==> src/rtl/adder_tree_pkg.sv <==
// adder_tree_pkg: shared types and width helpers for the adder-tree frame controller
package adder_tree_pkg;

    function automatic int tree_width(input int n, input int dw);
        return dw + $clog2(n);
    endfunction

    typedef struct packed {
        logic valid;
        logic last;
    } tree_tag_t;

    typedef enum logic {IDLE, OPEN} frame_state_e;

endpackage

==> src/rtl/adder_tree_frame_ctrl_tag_pipe.sv <==
// adder_tree_frame_ctrl_tag_pipe: LAT-deep tag shift register that tracks beats travelling through the tree
// Ports: clock, reset_n (async, active-low), ena (advance), clr (sync clear), din (tag into stage 0), dout (tail tag)
module adder_tree_frame_ctrl_tag_pipe
    import adder_tree_pkg::*;
#(
    parameter int LAT = 5
) (
    input  logic      clock,
    input  logic      reset_n,
    input  logic      ena,
    input  logic      clr,
    input  tree_tag_t din,
    output tree_tag_t dout
);

    tree_tag_t [LAT-1:0] stages;

    always_ff @(posedge clock or negedge reset_n) begin
        if (!reset_n) begin
            stages <= '0;
        end else if (clr) begin
            stages <= '0;
        end else if (ena) begin
            stages[0] <= din;
            for (int i = 1; i < LAT; i++) stages[i] <= stages[i-1];
        end
    end

    assign dout = stages[LAT-1];

endmodule

==> src/rtl/adder_tree_frame_ctrl.sv <==
// adder_tree_frame_ctrl: feeds a pipelined adder tree and accumulates its outputs into one sum per frame
// Ports: clock, reset_n; beat input in_valid/in_ready/in_data/in_last; abort;
//        tree side tree_data/tree_ena/tree_result; result out_valid/out_ready/out_data/out_beats/out_ovf
module adder_tree_frame_ctrl
    import adder_tree_pkg::*;
#(
    parameter  int N          = 32,
    parameter  int DATA_WIDTH = 16,
    parameter  int MAX_BEATS  = 16,
    localparam int LAT        = $clog2(N),
    localparam int TREE_WIDTH = tree_width(N, DATA_WIDTH),
    localparam int ACC_WIDTH  = TREE_WIDTH + $clog2(MAX_BEATS),
    localparam int CNT_WIDTH  = $clog2(MAX_BEATS + 1)
) (
    input  logic                    clock,
    input  logic                    reset_n,
    input  logic                    in_valid,
    output logic                    in_ready,
    input  logic [N*DATA_WIDTH-1:0] in_data,
    input  logic                    in_last,
    input  logic                    abort,
    output logic [N*DATA_WIDTH-1:0] tree_data,
    output logic                    tree_ena,
    input  logic [TREE_WIDTH-1:0]   tree_result,
    output logic                    out_valid,
    input  logic                    out_ready,
    output logic [ACC_WIDTH-1:0]    out_data,
    output logic [CNT_WIDTH-1:0]    out_beats,
    output logic                    out_ovf
);

    tree_tag_t            tail;
    frame_state_e         state;
    logic [ACC_WIDTH-1:0] acc, acc_next;
    logic [CNT_WIDTH-1:0] cnt, cnt_next;
    logic                 ovf, ovf_next, stall, accept, fire, sat;

    // A blocked result freezes the tree and the tags together, so no tail is consumed until it drains.
    assign stall     = out_valid && !out_ready;
    assign tree_ena  = !stall;
    assign in_ready  = !stall && !abort;
    assign accept    = in_valid && in_ready;
    assign tree_data = in_data;

    // Abort discards whatever tail is arriving this cycle along with the rest of the pipeline.
    assign fire     = tree_ena && tail.valid && !abort;
    assign acc_next = acc + {{(ACC_WIDTH-TREE_WIDTH){tree_result[TREE_WIDTH-1]}}, tree_result};
    assign sat      = cnt == CNT_WIDTH'(MAX_BEATS);
    assign cnt_next = sat ? cnt : cnt + 1'b1;
    assign ovf_next = ovf || sat;

    adder_tree_frame_ctrl_tag_pipe #(.LAT(LAT)) u_tag_pipe (
        .clock   (clock),
        .reset_n (reset_n),
        .ena     (tree_ena),
        .clr     (abort),
        .din     (tree_tag_t'{valid: accept, last: in_last}),
        .dout    (tail)
    );

    always_ff @(posedge clock or negedge reset_n) begin
        if (!reset_n) begin
            acc       <= '0;
            cnt       <= '0;
            ovf       <= 1'b0;
            out_valid <= 1'b0;
            out_data  <= '0;
            out_beats <= '0;
            out_ovf   <= 1'b0;
            state     <= IDLE;
        end else begin
            if (abort) begin
                acc <= '0;
                cnt <= '0;
                ovf <= 1'b0;
            end else if (fire) begin
                acc <= tail.last ? '0 : acc_next;
                cnt <= tail.last ? '0 : cnt_next;
                ovf <= tail.last ? 1'b0 : ovf_next;
            end
            if (fire && tail.last) begin
                out_valid <= 1'b1;
                out_data  <= acc_next;
                out_beats <= cnt_next;
                out_ovf   <= ovf_next;
            end else if (out_ready) begin
                out_valid <= 1'b0;
            end
            state <= abort ? IDLE : accept ? (in_last ? IDLE : OPEN) : state;
        end
    end

endmodule

==> config.mk <==
export PLATFORM = sky130hd
export DESIGN_NAME = adder_tree_frame_ctrl
export DESIGN_NICKNAME = d
export VERILOG_FILES = /design/src/rtl/adder_tree_pkg.sv /design/src/rtl/adder_tree_frame_ctrl_tag_pipe.sv /design/src/rtl/adder_tree_frame_ctrl.sv
export SDC_FILE = /design/constraint.sdc
export NUM_CORES = 1
export LEC_CHECK = 0
export CAP_MARGIN = 20
export CORE_AREA = 2 2 428 430
export CTS_BUF_LIST = sky130_fd_sc_hd__clkbuf_4
export CTS_CLUSTER_DIAMETER = 40
export CTS_CLUSTER_SIZE = 12
export DETAILED_ROUTE_END_ITERATION = 8
export DIE_AREA = 0 0 430 432
export SLEW_MARGIN = 5
export SYNTH_ARGS = -nofsm -noshare
export SYNTH_HDL_FRONTEND = slang
export SYNTH_SLANG_ARGS = --single-unit
export TNS_END_PERCENT = 20
==> constraint.sdc <==
create_clock -name clock -period 2.81 [get_ports clock]
set_clock_uncertainty 0.2 [all_clocks]
set_input_delay 0.562 -clock clock [delete_from_list [all_inputs] [get_ports clock]]
set_output_delay 0.562 -clock clock [all_outputs]
set_load 0.02 [all_outputs]
## Word-level counts from Yosys, hierarchy flattened

Cells that the tools add are included.

- Memory bits (read-only): 0
- Latch bits: 0
- Output and inout port bits: 546
- Memories kept: 0
- Word-level logic and storage cells: 47
- Memory bits (writable): 0
- Bits of input ports: 539
- Flip-flop bits (word level): 73

- $lt $le $gt $ge: 0
- Bitwise operators: 0
- Add/sub/neg operators: 2
- Multiplexer cells: 14
- Shift-type cells: 0
- Equal/unequal tests: 2
- Multipliers: 0
- Reductions and logical operators: 12
- Div/mod/pow operators: 0

Operator list:

| kind | count |
|---|---|
| $mux W25 | 3 |
| $add A25 B25 Y25 | 1 |
| $mux W10 | 2 |
| $mux W5 | 4 |
| $logic_and A1 B1 Y1 | 6 |
| $add A5 B1 Y5 const B | 1 |
| $eq A5 B5 Y1 const B | 1 |
| $mux W1 | 5 |
| $reduce_bool A2 Y1 | 2 |
| $logic_not A1 Y1 | 3 |
| $ne A2 B2 Y1 const B | 1 |
| $logic_or A1 B1 Y1 | 1 |

## Longest topological paths before layout

- Depth in word-level cells: 7
- Gate-level depth with buffers: 11
- Gate-level depth less buffers: 11

## By module

From an unflattened synthesis, not the netlist that was laid out.

- Cells, all modules: 952
- Area, all modules: 8080.2 µm²

Modules (own cells, without submodules):

| module | cells each | seq. area each (µm²) | area an instance (µm²) | instances |
|---|---|---|---|---|
| adder_tree_frame_ctrl | 918 | 1576.5 | 7662.3 | 1 |
| adder_tree_frame_ctrl_tag_pipe | 34 | 250.2 | 417.9 | 1 |

## Worst setup path after synthesis

No wires, ideal clock.

- Path type: input -> register
- From: in tree_result[0]
- To: reg out_data[22]
- Buffers on the path: 0
- Required time: 2.482 ns
- Data arrival time: 2.723 ns
- Cell stages on the path: 11
- Setup time: 0.128 ns
- Slack: -0.240 ns
- Cells stage by stage: ha_1 > inv_1 > fa_1 > nand2b_1 > a21oi_2 > o41ai_4 > o31a_1 > o31a_1 > o221ai_2 > xor2_1 > mux2_1

- Cells in the longest elaborated chain, start to end: 1

Ends and longest elaborated chain:

| item | line | text |
|---|---|---|
| start, declared | adder_tree_frame_ctrl.sv:24 | `input logic [TREE_WIDTH-1:0] tree_result,` |
| $add A25 B25 Y25 | adder_tree_frame_ctrl.sv:47 | `assign acc_next = acc + {{(ACC_WIDTH-TREE_WIDTH){tree_result[TREE_WIDTH-1]}}, tree_result};` |
| end signal, assigned | adder_tree_frame_ctrl.sv:83 | `out_data <= acc_next;` |
| end, declared | adder_tree_frame_ctrl.sv:27 | `output logic [ACC_WIDTH-1:0] out_data,` |

No other way between the ends.
A chain may end at the register's enable or synchronous reset.

## Worst setup path in the final report

- From: in tree_result[1]
- To: reg out_data[18]

Same word-level chain as after synthesis.

==> metrics.csv <==
stage,metric,value,unit
timing,fin worst setup slack,-0.100,ns
timing,Worst-Margin Slew,0.590,ns
timing,Rel. slew slack,60.5,%
critical_path,CP Max Fanout,4,
yosys,asr flop ratio synth,100,%
yosys,Post-Syn Area,0.00793,mm²
yosys,Yosys cell types,45,
grt,first-pass GRT wire length,86200,µm
timing,final hold violations,0,
critical_path,Setup Crit Path Kind,in -> reg,
critical_path,WP data arrival,3.10,ns
finish,final core utilization,4.68,%
power,Max IR drop VDD,0.000134,V
yosys,Syn Nets,1484,
timing,fin crit period,2.91,ns
hold_path,Worst Hold Class,reg -> reg,
cts,"Clk pin slew, worst setup/hold paths",0.14,ns
timing,# setup viols final,3,
detailed_routing,Initial DRT Pass Iterations,4,
floorplanning,Die Ht,432,µm
yosys,number of synthesized flops with an enable pin,0,
place,Port Buffers,60,
floorplanning,die area,0.186,mm²
yosys,XOR/XNOR Fraction of Synth Area,2.76,%
floorplanning,Die X,430,µm
yosys,simple-gate share of the synthesized area,5.58,%
timing,RSZ-0062 raised after global routing,true,
flow_run,max_cap viols,0,
critical_path,crit start category,input port,
power,Pwr per Cell Area,234,mW/mm²
finish,layout cells sized above 1,27.1,%
place,RePlAce Congestion,0.798,
timing,period utilization,104,%
finish,FILL cells,21400,
cts,H-Tree Depth,3,
yosys,Synth top area share,48.5,%
cts,Longest Clk Path Bufs,2,
timing,highest clock rate,344,MHz
yosys,Seq cells post-synth,73,
run_status,failing checks,setup timing,
finish,nets@finish,1112,
critical_path,CP Capture Type,flip-flop,
grt,antenna violations before repair,9,
timing,Slew Limit Fails,0,
yosys,post-synthesis compound-gate area fraction,10.9,%
place,number of placed cells counting well taps,2915,
yosys,main area contributors after synthesis,"buf_4 (48%), dfrtp_1 (23%), ha_1 (4.1%)",
finish,multi-input logic area,0.00222,mm²
detailed_routing,DRT iter0 DRCs,217,
cts,CTS tree,done,
yosys,gate count of the mapped netlist,918,
yosys,Main synth FF type,dfrtp_1,
yosys,post-synthesis sequential area ratio,23.0,%
yosys,Post-Synthesis Mean Instance Area,8.64,µm²
detailed_routing,Avg WL per Cell,26.0,µm
power,Leak Pwr,2.81,nW
floorplanning,Rows,157,
yosys,leading area contributor after synthesis,buf_4,
cts,TritonCTS Buffers,9,
grt,largest net degree at the start of global routing,44,
yosys,top-count cell post-synth,buf_4,
place,post-DP HPWL,70800,µm
yosys,Ys Warns,0,
finish,FF+latch area,0.00183,mm²
cts,clock sinks,73,
grt,vias in the first global route,4732,
cts,clk_lat worst skew,0.51,ns
grt,Total GRT Usage,7.89,%
floorplanning,initial core utilization,4.36,%
detailed_routing,Final ANT Viol Nets,0,
detailed_routing,final WL,76400,µm
grt,global route overflow,0,
yosys,largest family of logic cells by synthesized area,buffers and inverters,
critical_path,CP required,3.00,ns
detailed_routing,DR vias,4718,
yosys,synth cell count leaders,"buf_4 (512), dfrtp_1 (73), nand2_1 (57), a21oi_1 (38), ha_1 (26)",
detailed_routing,Avg Vias per Cell,1.61,
detailed_routing,# DRC,0,
yosys,Synth Area in Adders,4.35,%
floorplanning,core box area,0.182,mm²
floorplanning,io pins,1085,
cts,Root Buffer,clkbuf_4,
yosys,mux contribution to synthesized area,3.50,%
finish,Post-Layout Cell Count,2939,
run_status,status,"complete, but fails checks",
finish,synth-to-layout area growth,7.29,%
## cell type report
type	count	area share [%]
Timing Repair Buffer	149	15.5
Multi-Input combinational cell	303	26.1
Clock inverter	6	0.515
Antenna cell	4	0.118
Clock buffer	9	0.794
Inverter	10	0.441
Sequential cell	73	21.5
Tap cell	2385	35.1
## metal layers
layer	vias up	share of wire, %	wire, µm	global-route usage [%]
met3	138	30	23000	11.3
met5	-	0.23	172	0.625
met4	6	2.7	2100	2.51
li1	1749	-	-	-
met1	2090	19	14500	4.29
met2	735	48	36600	13.0
## stage by stage
| stage | hold slack, ns | setup slack [ns] | cell area, µm² | TNS [ns] | total power [mW] |
|---|---|---|---|---|---|
| 3_5_place_dp | 0.271 | -0.769 | 8330 | -17.90 | 1.36 |
| 4_1_cts | 0.264 | -0.0498 | 8470 | -0.0938 | 2.06 |
| 6_report | 0.296 | -0.100 | 8510 | -0.189 | 1.99 |
| 2_1_floorplan | 0.0664 | -0.0580 | 7970 | -0.0585 | 2.25 |
| 3_3_place_gp | 0.271 | -0.753 | 8330 | -17.49 | 1.36 |
| 5_1_grt | 0.334 | -0.161 | 8500 | -0.673 | 2.10 |
## cells by family (layout without fill, tap and decap cells)
kind of cell | Yosys count | in the layout
buffers and inverters | 542 | 174
AO/OA/AOI/OAI | 125 | 125
AND/OR/NAND/NOR | 101 | 101
flip-flops | 73 | 73
adder cells (fa/ha/maj) | 27 | 27
XOR/XNOR | 25 | 25
multiplexers | 25 | 25
other | 0 | 4
## cells in the final DEF (no fill, tap or decap), types with 2 or more instances in the layout
master,synthesis,layout
diode_2,0,4
o21ai_2,0,2
a21o_2,2,2
buf_4,512,87
and3_1,3,3
o21ai_0,18,18
ha_1,26,25
nor2_1,15,15
dlygate4sd2_1,0,2
o21bai_1,4,4
nand3_1,7,6
o31ai_1,3,3
xnor2_1,15,14
o211ai_1,2,2
clkinv_2,0,2
nor2b_1,2,2
a22oi_1,2,2
o31a_1,2,2
clkbuf_4,0,9
a22o_1,22,22
inv_6,0,2
dfrtp_1,73,73
mux2i_1,3,2
a21oi_2,1,2
a211oi_1,2,2
o21ai_1,6,4
o21a_1,2,2
xor2_1,10,10
nand2_1,57,57
nor3_1,4,3
nand2b_1,4,3
inv_1,10,9
a21oi_1,38,36
a21o_1,12,12
buf_12,0,5
clkdlybuf4s50_1,0,54
mux2_2,21,21
nand4_1,6,6
## repair_timing
item,CTS,global route
setup endpoints to repair,10,15
hold buffers,1,0
buffers inserted,2,2
pin swaps,2,6
resized for setup,4,3
endpoints found under the hold margin,30,0
## flip-flops by register name (all words and copies together), names as in the netlist
signal and count:
acc 25, cnt 5, out_beats 5, out_data 25, out_ovf 1, out_valid 1
ovf 1, u_tag_pipe.dout 2, u_tag_pipe.stages 8
## worst max-delay path, stage by stage
cell and delay [ns]:
clkdlybuf4s50_1 0.50, inv_1 0.07, fa_2 0.38, nand2b_4 0.16, a21oi_4 0.19, o41ai_4 0.11
o31a_1 0.28, o31a_1 0.28, buf_4 0.15, xnor2_2 0.13, mux2_2 0.26
## where the power goes
| part | internal [mW] | switching [mW] | total, mW |
|---|---|---|---|
| clock | 0.181 | 0.471 | 0.652 |
| combinational | 0.134 | 0.141 | 0.276 |
| sequential | 1.06 | 0.00518 | 1.06 |
## final timing paths
| check | slack [ns] | endpoint | startpoint | depth (start not counted) |
|---|---|---|---|---|
| worst min-delay path | 0.30 | out_ovf | out_ovf | 2 |
| min in group asynchronous | 0.34 | cnt[3] | reset_n | 2 |
| worst max register to register | -0.05 | out_data[18] | acc[0] | 11 |
| max in group asynchronous | 1.42 | out_data[14] | reset_n | 3 |
| worst min register to register | 0.30 | out_ovf | out_ovf | 2 |
| worst max-delay path | -0.10 | out_data[18] | tree_result[1] | 11 |
Note: power is estimated with default switching activity, not from simulation.
